File: src/rtl/reg_write_ctrl_if.sv
// reg_write_ctrl_if: ALU-result and memory-load handshake bundle for reg_write_ctrl.
//   alu_valid/alu_ready/alu_dest/alu_data      ALU result channel
//   mem_valid/mem_ready/mem_dest/mem_data      load result channel
//   mem_op/mem_addr_lo                         load type and byte offset
// master: producer side (drives valid/payload). slave: reg_write_ctrl side (drives readies).
interface reg_write_ctrl_if;
    logic        alu_valid;
    logic        alu_ready;
    logic [4:0]  alu_dest;
    logic [31:0] alu_data;
    logic        mem_valid;
    logic        mem_ready;
    logic [4:0]  mem_dest;
    logic [31:0] mem_data;
    logic [2:0]  mem_op;
    logic [1:0]  mem_addr_lo;

    modport master (
        output alu_valid, alu_dest, alu_data,
        output mem_valid, mem_dest, mem_data, mem_op, mem_addr_lo,
        input  alu_ready, mem_ready
    );

    modport slave (
        input  alu_valid, alu_dest, alu_data,
        input  mem_valid, mem_dest, mem_data, mem_op, mem_addr_lo,
        output alu_ready, mem_ready
    );
endinterface

File: src/rtl/reg_write_ctrl.sv
// reg_write_ctrl: write-side initiator for the 32x32 register file. Each cycle issues at most
// one write, chosen from an ALU result or the head of a small load-result FIFO. Loads are
// sign/zero extended or merged (LB/LBU/LH/LHU/LW/LWL/LWR) and mapped to byte-lane enables.
// Ports:
//   CLOCK, RESET        clock (posedge) and synchronous active-high reset
//   bus                 ALU/load handshake bundle (slave modport)
//   dest_addr           registered write address
//   write_datas_in      registered write data
//   writeReg_L          registered write enable, active-low
//   write*_L            registered byte-lane enables, active-low (HighEx = [31:24] .. LowAx = [7:0])
//   busy_mask           bit r set while a queued load targets r (bit 0 never set)
module reg_write_ctrl #(
    parameter int unsigned FIFO_DEPTH   = 2,
    parameter int unsigned STARVE_LIMIT = 3
) (
    input  logic             CLOCK,
    input  logic             RESET,
    reg_write_ctrl_if.slave  bus,
    output logic [4:0]       dest_addr,
    output logic [31:0]      write_datas_in,
    output logic             writeReg_L,
    output logic             writeHighEx_L,
    output logic             writeHighAx_L,
    output logic             writeLowEx_L,
    output logic             writeLowAx_L,
    output logic [31:0]      busy_mask
);
    localparam int unsigned PtrW  = (FIFO_DEPTH > 1) ? $clog2(FIFO_DEPTH) : 1;
    localparam int unsigned CntW  = $clog2(FIFO_DEPTH + 1);
    localparam int unsigned WaitW = (STARVE_LIMIT > 0) ? $clog2(STARVE_LIMIT + 1) : 1;

    localparam logic [2:0] OpLb  = 3'b000;
    localparam logic [2:0] OpLbu = 3'b001;
    localparam logic [2:0] OpLh  = 3'b010;
    localparam logic [2:0] OpLhu = 3'b011;
    localparam logic [2:0] OpLw  = 3'b100;
    localparam logic [2:0] OpLwl = 3'b101;
    localparam logic [2:0] OpLwr = 3'b110;
    localparam logic [2:0] OpNop = 3'b111;

    // Load FIFO storage
    logic [4:0]            fifo_dest_q [FIFO_DEPTH];
    logic [2:0]            fifo_op_q   [FIFO_DEPTH];
    logic [1:0]            fifo_lo_q   [FIFO_DEPTH];
    logic [31:0]           fifo_data_q [FIFO_DEPTH];
    logic [FIFO_DEPTH-1:0] fifo_vld_q;
    logic [PtrW-1:0]       wr_ptr_q, rd_ptr_q;
    logic [CntW-1:0]       count_q, count_d;
    logic [WaitW-1:0]      wait_q, wait_d;

    // Registered write-port outputs; lane_l_q is {HighEx, HighAx, LowEx, LowAx}
    logic [4:0]  dest_q, dest_d;
    logic [31:0] wdata_q, wdata_d;
    logic        we_l_q, we_l_d;
    logic [3:0]  lane_l_q, lane_l_d;

    logic fifo_empty, fifo_full, force_mem, push, pop, alu_sel;

    assign fifo_empty = (count_q == '0);
    assign fifo_full  = (count_q == CntW'(FIFO_DEPTH));
    assign force_mem  = (wait_q >= WaitW'(STARVE_LIMIT)) && !fifo_empty;
    assign alu_sel    = bus.alu_valid && !force_mem;
    assign pop        = !fifo_empty && (force_mem || !bus.alu_valid);
    assign push       = bus.mem_valid && !fifo_full;

    assign bus.alu_ready = !force_mem;
    assign bus.mem_ready = !fifo_full;

    // Head entry, only ever taken from registers so a load needs one cycle in the queue
    logic [4:0]  h_dest;
    logic [2:0]  h_op;
    logic [1:0]  h_lo;
    logic [31:0] h_data;

    assign h_dest = fifo_dest_q[rd_ptr_q];
    assign h_op   = fifo_op_q[rd_ptr_q];
    assign h_lo   = fifo_lo_q[rd_ptr_q];
    assign h_data = fifo_data_q[rd_ptr_q];

    // Load formatting; ld_en is active-high {HighEx, HighAx, LowEx, LowAx}
    logic [31:0] ld_shr, ld_data;
    logic [15:0] ld_half;
    logic [7:0]  ld_byte;
    logic [3:0]  ld_en;

    always_comb begin
        ld_shr  = h_data >> {h_lo, 3'b000};
        ld_byte = ld_shr[7:0];
        ld_half = h_lo[1] ? h_data[31:16] : h_data[15:0];
        ld_data = '0;
        ld_en   = 4'b1111;
        case (h_op)
            OpLb:    ld_data = {{24{ld_byte[7]}}, ld_byte};
            OpLbu:   ld_data = {24'h0, ld_byte};
            OpLh:    ld_data = {{16{ld_half[15]}}, ld_half};
            OpLhu:   ld_data = {16'h0, ld_half};
            OpLw:    ld_data = h_data;
            // 8*(3-b) equals {~b, 3'b000} for a 2-bit b
            OpLwl: begin
                ld_data = h_data << {~h_lo, 3'b000};
                ld_en   = 4'b1111 << ~h_lo;
            end
            OpLwr: begin
                ld_data = ld_shr;
                ld_en   = 4'b1111 >> h_lo;
            end
            default: ld_en = 4'b0000;
        endcase
    end

    // Write-port next state; idle holds address/data and deasserts all enables
    always_comb begin
        dest_d   = dest_q;
        wdata_d  = wdata_q;
        we_l_d   = 1'b1;
        lane_l_d = 4'b1111;
        if (alu_sel) begin
            dest_d  = bus.alu_dest;
            wdata_d = bus.alu_data;
            if (bus.alu_dest != 5'd0) begin
                we_l_d   = 1'b0;
                lane_l_d = 4'b0000;
            end
        end else if (pop && (h_op != OpNop)) begin
            dest_d  = h_dest;
            wdata_d = ld_data;
            if (h_dest != 5'd0) begin
                we_l_d   = 1'b0;
                lane_l_d = ~ld_en;
            end
        end
    end

    always_comb begin
        count_d = count_q;
        case ({push, pop})
            2'b10:   count_d = count_q + CntW'(1);
            2'b01:   count_d = count_q - CntW'(1);
            default: count_d = count_q;
        endcase
    end

    // Starvation counter: counts cycles a present head is passed over, saturating
    always_comb begin
        wait_d = wait_q;
        if (fifo_empty || pop) begin
            wait_d = '0;
        end else if (wait_q < WaitW'(STARVE_LIMIT)) begin
            wait_d = wait_q + WaitW'(1);
        end
    end

    always_ff @(posedge CLOCK) begin
        if (RESET) begin
            wr_ptr_q   <= '0;
            rd_ptr_q   <= '0;
            count_q    <= '0;
            wait_q     <= '0;
            fifo_vld_q <= '0;
            dest_q     <= '0;
            wdata_q    <= '0;
            we_l_q     <= 1'b1;
            lane_l_q   <= 4'b1111;
        end else begin
            if (pop) begin
                fifo_vld_q[rd_ptr_q] <= 1'b0;
                rd_ptr_q             <= rd_ptr_q + PtrW'(1);
            end
            if (push) begin
                fifo_dest_q[wr_ptr_q] <= bus.mem_dest;
                fifo_op_q[wr_ptr_q]   <= bus.mem_op;
                fifo_lo_q[wr_ptr_q]   <= bus.mem_addr_lo;
                fifo_data_q[wr_ptr_q] <= bus.mem_data;
                fifo_vld_q[wr_ptr_q]  <= 1'b1;
                wr_ptr_q              <= wr_ptr_q + PtrW'(1);
            end
            count_q  <= count_d;
            wait_q   <= wait_d;
            dest_q   <= dest_d;
            wdata_q  <= wdata_d;
            we_l_q   <= we_l_d;
            lane_l_q <= lane_l_d;
        end
    end

    always_comb begin
        busy_mask = '0;
        for (int i = 0; i < int'(FIFO_DEPTH); i++) begin
            if (fifo_vld_q[i] && (fifo_dest_q[i] != 5'd0)) begin
                busy_mask[fifo_dest_q[i]] = 1'b1;
            end
        end
    end

    assign dest_addr      = dest_q;
    assign write_datas_in = wdata_q;
    assign writeReg_L     = we_l_q;
    assign writeHighEx_L  = lane_l_q[3];
    assign writeHighAx_L  = lane_l_q[2];
    assign writeLowEx_L   = lane_l_q[1];
    assign writeLowAx_L   = lane_l_q[0];
endmodule
File: src/flat_wrapper.sv
// flat-port wrapper written by rule: the top's interface ports become plain ports
module reg_write_ctrl_flat 
#(
    parameter int unsigned FIFO_DEPTH   = 2,
    parameter int unsigned STARVE_LIMIT = 3
)
  (CLOCK, RESET, dest_addr, write_datas_in, writeReg_L, writeHighEx_L, writeHighAx_L, writeLowEx_L, writeLowAx_L, busy_mask, bus_alu_valid, bus_alu_dest, bus_alu_data, bus_mem_valid, bus_mem_dest, bus_mem_data, bus_mem_op, bus_mem_addr_lo, bus_alu_ready, bus_mem_ready);
  reg_write_ctrl_if bus_i ();
  input  logic CLOCK;
  input  logic RESET;
  output logic [4:0] dest_addr;
  output logic [31:0] write_datas_in;
  output logic writeReg_L;
  output logic writeHighEx_L;
  output logic writeHighAx_L;
  output logic writeLowEx_L;
  output logic writeLowAx_L;
  output logic [31:0] busy_mask;
  input wire logic [$bits(bus_i.alu_valid)-1:0] bus_alu_valid;
  input wire logic [$bits(bus_i.alu_dest)-1:0] bus_alu_dest;
  input wire logic [$bits(bus_i.alu_data)-1:0] bus_alu_data;
  input wire logic [$bits(bus_i.mem_valid)-1:0] bus_mem_valid;
  input wire logic [$bits(bus_i.mem_dest)-1:0] bus_mem_dest;
  input wire logic [$bits(bus_i.mem_data)-1:0] bus_mem_data;
  input wire logic [$bits(bus_i.mem_op)-1:0] bus_mem_op;
  input wire logic [$bits(bus_i.mem_addr_lo)-1:0] bus_mem_addr_lo;
  output wire logic [$bits(bus_i.alu_ready)-1:0] bus_alu_ready;
  output wire logic [$bits(bus_i.mem_ready)-1:0] bus_mem_ready;
  assign bus_i.alu_valid = bus_alu_valid;
  assign bus_i.alu_dest = bus_alu_dest;
  assign bus_i.alu_data = bus_alu_data;
  assign bus_i.mem_valid = bus_mem_valid;
  assign bus_i.mem_dest = bus_mem_dest;
  assign bus_i.mem_data = bus_mem_data;
  assign bus_i.mem_op = bus_mem_op;
  assign bus_i.mem_addr_lo = bus_mem_addr_lo;
  assign bus_alu_ready = bus_i.alu_ready;
  assign bus_mem_ready = bus_i.mem_ready;
  reg_write_ctrl #(.FIFO_DEPTH(FIFO_DEPTH), .STARVE_LIMIT(STARVE_LIMIT)) u_core (.CLOCK(CLOCK), .RESET(RESET), .bus(bus_i), .dest_addr(dest_addr), .write_datas_in(write_datas_in), .writeReg_L(writeReg_L), .writeHighEx_L(writeHighEx_L), .writeHighAx_L(writeHighAx_L), .writeLowEx_L(writeLowEx_L), .writeLowAx_L(writeLowAx_L), .busy_mask(busy_mask));
endmodule
File: config.mk
export PLATFORM = sky130hd
export DESIGN_NAME = reg_write_ctrl_flat
export DESIGN_NICKNAME = d
export VERILOG_FILES = /design/src/rtl/reg_write_ctrl_if.sv /design/src/rtl/reg_write_ctrl.sv /design/src/flat_wrapper.sv
export SDC_FILE = /design/constraint.sdc
export NUM_CORES = 1
export LEC_CHECK = 0
export ABC_AREA = 0
export CORE_MARGIN = 2
export CORE_UTILIZATION = 40
export DETAILED_ROUTE_END_ITERATION = 8
export PLACE_DENSITY = 0.75
export SYNTH_ARGS = -nofsm -noshare
export SYNTH_HDL_FRONTEND = slang
export SYNTH_SLANG_ARGS = --single-unit
export TNS_END_PERCENT = 50
File: constraint.sdc
create_clock -name CLOCK -period 5.6 [get_ports CLOCK]
set_input_delay 0.56 -clock CLOCK [delete_from_list [all_inputs] [get_ports CLOCK]]
set_output_delay 0.56 -clock CLOCK [all_outputs]
set_load 0.05 [all_outputs]
==> results of run 1 <==
through the flow:
step	power [mW]	utilization, %	hold slack, ns	setup slack (ns)	std cells
after floorplan	2.34	-	0.408	0.696	669
after global placement	2.73	49.7	0.424	2.47	1008
after detailed placement	2.74	49.7	0.433	2.29	1008
after CTS	3.84	53.0	0.440	2.39	1040
after global routing	4.03	53.0	0.476	2.22	1040
final	3.85	53.0	0.454	2.39	1040
cell type report:
class	instances	share of cell area (%)
sequential	135	37.6
timing repair buffer	163	17.1
inverter	14	0.558
multi-input combinational	467	35.4
clock buffer	18	4.56
tap	229	3.04
clock inverter	14	1.66
critical path, stage by stage, from the launching register on:
cell and delay, ns:
edfxtp_1 0.52, nor2b_1 0.35, nand2_1 0.19, o32ai_1 0.31, clkdlybuf4s50_1 0.86
flip-flops by register name, summed over array words and instances (netlist names), named ones only:
name / cells
u_core.wait_q: 2
u_core.fifo_op_q: 6
u_core.fifo_dest_q: 10
u_core.write_datas_in: 32
u_core.wr_ptr_q: 1
u_core.dest_addr: 5
u_core.fifo_vld_q: 2
u_core.rd_ptr_q: 1
u_core.fifo_data_q: 64
u_core.count_q: 2
u_core.fifo_lo_q: 4
u_core.writeReg_L: 1
u_core.lane_l_q: 4
worst max path at each step:
stage,start,slack (ns),endpoint,depth (start not counted)
final,u_core.fifo_dest_q[1][4],2.39,busy_mask[1],4
after global routing,u_core.fifo_dest_q[1][4],2.22,busy_mask[1],4
after CTS,u_core.fifo_dest_q[1][4],2.39,busy_mask[1],4
after detailed placement,bus_alu_valid,2.29,u_core.write_datas_in[5],7
after global placement,bus_alu_valid,2.47,u_core.write_datas_in[7],7
after floorplan,u_core.count_q[0],0.70,u_core.fifo_data_q[1][0],4
report_power, final:
group          switching (mW)  leakage (nW)  total (mW)  internal [mW]
logic                   0.911          1.68        1.44          0.533
registers               0.111          1.19        1.31           1.19
clock network           0.405         0.281        1.10          0.694
cell usage after synthesis (all sizes together), types with 4 or more instances:
| cell | count |
|---|---|
| a21oi | 22 |
| a21o | 15 |
| dfxtp | 51 |
| o21ai | 21 |
| clkbuf | 29 |
| nand2 | 45 |
| a211oi | 15 |
| inv | 14 |
| o2bb2ai | 8 |
| a22oi | 25 |
| o22ai | 40 |
| buf | 24 |
| and3b | 4 |
| mux2i | 42 |
| nand2b | 11 |
| nand3 | 21 |
| a222oi | 8 |
| nor3b | 5 |
| o221ai | 9 |
| nor2 | 34 |
| mux2 | 35 |
| nor2b | 9 |
| nor3 | 16 |
| o32ai | 11 |
| o211ai | 36 |
| edfxtp | 84 |
cell usage in the layout (no fill, tap or decap), types with 17 or more instances in the layout:
cell / Yosys / layout
mux2i_1: 40 / 40
clkbuf_16: 0 / 17
a22oi_1: 25 / 25
nand3_1: 21 / 21
o211ai_1: 36 / 36
nand2_1: 45 / 45
o21ai_0: 18 / 18
mux2_2: 34 / 34
nor2_1: 32 / 32
dfxtp_1: 51 / 50
clkdlybuf4s50_1: 0 / 156
o22ai_1: 40 / 40
a21oi_1: 18 / 18
edfxtp_1: 84 / 84
kinds of logic after synthesis:
| family | count (synthesis) |
|---|---|
| buffers and inverters | 67 |
| flip-flops | 135 |
| adder cells (fa/ha/maj) | 2 |
| other | 1 |
| XOR/XNOR | 4 |
| multiplexers | 78 |
| AO/OA/AOI/OAI | 220 |
| AND/OR/NAND/NOR | 162 |
per-layer routing:
metal / global-route usage [%] / routed length (um)
met5: 0 / 0
met1: 31.2 / 9240
met2: 34.8 / 9920
met4: 8.27 / 609
met3: 6.48 / 1880
==> reports/results.ini, run 1 <==
[status]
outcome=completed

[route]
routedWlPerCell_um=20.8
post_drt_via_cell_ratio=6.05
wl_um=21700
vias=6293
drt_first_pass_iters=6
drt_iter0_drc=722
ant_nets=0
drc=0

[synthesis]
synth-edff-count=84
avgSynthCellArea_sq_um=10.7
syn_inst=669
synth_top_family_by_area=compound AO/OA/AOI/OAI gates
ys_ff_latch=135
synth_ff_type=edfxtp_1
synthMuxAreaShare_pct=11.9
netlist.top_cell.by_area=edfxtp_1
ys_async_sr_fraction_pct=0
ys_warn_count=0
synth-compound-area-share_pct=22.1
synth_simple_gate_area_share_pct=11.4
synth_xor_xnor_area_share_pct=0.487
synth_nets=754
synth_area_leaders=edfxtp_1, dfxtp_1, mux2i_1
ys_seq_area_share_pct=49.3
synth_cell_types=62
synth_fa_ha_area_share_pct=0.348
synth_top_area_share_pct=35.1
syn_area_sq_um=7190

[layout]
multi_input_area_sq_um=3340
nets=883
antennaDiodeCount=0
syn2layout_area_growth_pct=31.0
fillCellCount=1567
final_cell_area_sq_um=9420
final_layout_size_suffix_gt1_share_pct=11.1
regArea_sq_um=3540

[global_routing]
grt_use_total_pct=22.8
antenna_found_initial=0
grt_pass1_wl_um=34200
grt_pass1_vias=6083
grt-ovfl-total=0
grt_start_max_net_pins=50

[sta]
slew_headroom_pct=22.6
worst_slew_pin_slew_ns=1.16
finalSetupTns_ns=0
clock-skew-final_ns=0.0125
hold_viol=0
fmax_mhz=311
min_period_ns=3.21
setup_viol=0
period_share_pct=57.4
rsz0062_at_grt=false
slew_violations=0

[critical_path]
reg2reg_depth=6
start_kind=register
endpoint_kind=output pin
worstSetupPathType=register to output pin
r2r_end=u_core.write_datas_in[14]
r2r_setup_slack_ns=2.51
crit_fanout=8
cp.arrival_ns=2.65
cp.required_ns=5.04

[worst_hold_path]
hold_end=u_core.wait_q[0]
hp-class=register to register
hp-start=u_core.wait_q[0]
holdPathStages=1

[die]
fp.dieH_um=138
core_sq_um=17800
initial_core_util_pct=40.4
die-area_sq_um=19100
row_count=49
ios=159
die_w_um=138

[clocking]
hold_buffers=0
htreeDepth=4
clk_pin_slew_worst_paths_ns=0.06
insertion_delay_ns=0.43
ctsResizeCount=0
cts_sinks=135
cts_tree=yes
post-cts-setup-buffer-count=0
cts_root_buf=clkbuf_16
cts_buffer_depth=2
cts_buffers=17

[pwr]
p_leak_nw=3.15
ir_drop_mv=0.365
p_per_area_nw_per_um2=409

[placed_design]
place_hpwl_um=15400
port-buffer-count=157
gp_congestion=1.01
dpl_cell_area_sq_um=8830

[run]
max_cap_viol_count=0

Power figures use the tool's default switching activity.
==> run 2, diff against run 1 <==
PLACE_DENSITY = 0.77   (was 0.75)
clock period = 2.87 ns   (was 5.6 ns; I/O delays follow)
==> reports/results.ini, run 2 (synthesized netlist as in run 1, its figures left out) <==
[status]
outcome=completed

[die]
die_w_um=138
initial_core_util_pct=40.4
row_count=49
die-area_sq_um=19100
ios=159
core_sq_um=17800
fp.dieH_um=138

[critical_path]
cp.required_ns=2.58
reg2reg_depth=5
worstSetupPathType=register to output pin
r2r-start=u_core.fifo_lo_q[0][1]
crit_chain=nor2b_1 > nand3_1 > o22ai_1 > clkdlybuf4s50_1
path_delay_family=buffers and inverters
cp.arrival_ns=2.49
r2r_end=u_core.write_datas_in[21]
start_kind=register
r2r_setup_slack_ns=0.39
path_buf_inv=1
endpoint_kind=output pin
slowest_stage=clkdlybuf4s50_1
crit_path_max_incr_delay_ns=0.84
crit_fanout=8

[layout]
regArea_sq_um=3540
nets=901
final_cells=1057
multi_input_area_sq_um=3350
antennaDiodeCount=0
largest_reg_flops=64
fillCellCount=1546
final_common_cell=clkdlybuf4s50_1
final_cell_mix=clkdlybuf4s50_1, edfxtp_1, dfxtp_1
final_layout_size_suffix_gt1_share_pct=13.2
syn2layout_area_growth_pct=33.8
top_register=u_core.fifo_data_q

[worst_hold_path]
hp-start=RESET
hp-class=input port to register
holdPathStages=2
hold_end=u_core.wr_ptr_q

[clocking]
clk_pin_slew_worst_paths_ns=0.06
hold_buffers=0
insertion_delay_ns=0.43
htreeDepth=4
cts_root_buf=clkbuf_16
cts_buffers=17
cts_sinks=135
cts_tree=yes
cts_buffer_depth=2
ctsResizeCount=0
post-cts-setup-buffer-count=0

[sta]
hold_viol=0
worst_slew_pin_slew_ns=0.809
fmax_mhz=360
hold-worst-slack_ns=0.347
clock-skew-final_ns=0.0107
finalSetupTns_ns=0
rsz0062_at_grt=false
slew_violations=0
slew_headroom_pct=46.0
period_share_pct=96.8
min_period_ns=2.78
setup_viol=0

[run]
max_cap_viol_count=0

[route]
drt_first_pass_iters=7
drt_iter0_drc=1002
ant_nets=0
vias=6364
routedWlPerCell_um=20.8
drc=0
post_drt_via_cell_ratio=6.02
wl_um=22000

[pwr]
p_per_area_nw_per_um2=808
p_leak_nw=3.30
ir_drop_mv=0.496

[global_routing]
antenna_found_initial=0
grt_pass1_wl_um=34200
grt_pass1_vias=6080
grt_use_total_pct=22.7
grt-ovfl-total=0
grt_start_max_net_pins=44

[placed_design]
port-buffer-count=157
dp_cells=1026
gp_congestion=0.983
place_hpwl_um=15800

==> run 2: worst max-delay path by stage <==
stage	from	slack (ns)	cells after the start	end
floorplan	u_core.count_q[0]	-0.52	4	u_core.fifo_data_q[0][0]
global placement	u_core.fifo_dest_q[1][4]	0.49	4	busy_mask[1]
detailed placement	u_core.fifo_dest_q[1][4]	0.47	4	busy_mask[1]
CTS	u_core.fifo_dest_q[1][4]	0.003	4	busy_mask[1]
global route	u_core.fifo_vld_q[0]	0.005	4	busy_mask[22]
finish	u_core.fifo_vld_q[0]	0.09	4	busy_mask[22]
==> run 2: metrics by stage <==
stage | area, sq um | total power [mW] | setup WS [ns] | util (%)
2_1_floorplan | 7200 | 4.57 | -0.517 | -
3_3_place_gp | 9000 | 5.44 | 0.488 | 50.6
3_5_place_dp | 9000 | 5.48 | 0.467 | 50.6
4_1_cts | 9610 | 7.73 | 0.00316 | 54.1
5_1_grt | 9620 | 8.06 | 0.00529 | 54.1
6_report | 9620 | 7.77 | 0.0932 | 54.1
==> run 2: power by group <==
group / internal, mW / switching, mW / total, mW / leakage, nW
combinational: 1.13 / 1.85 / 2.99 / 1.81
clock: 1.45 / 0.811 / 2.26 / 0.295
sequential: 2.33 / 0.196 / 2.52 / 1.19
==> run 2: layout make-up <==
cell class	instances	area share [%]
clock buffers	19	4.50
multi-input cells	467	34.8
inverters	14	0.546
repair buffers	181	18.5
clock inverters	12	1.83
well taps	229	2.98
flip-flops and latches	135	36.9
==> run 2: metal layers <==
| metal | part of all wire, % | vias to the layer above | track usage [%] |
|---|---|---|---|
| met2 | 46 | 374 | 35.3 |
| met1 | 43 | 3028 | 31.3 |
| met5 | 0 | - | 0 |
| li1 | - | 2916 | - |
| met4 | 2.3 | 0 | 7.89 |
| met3 | 9.1 | 46 | 5.30 |
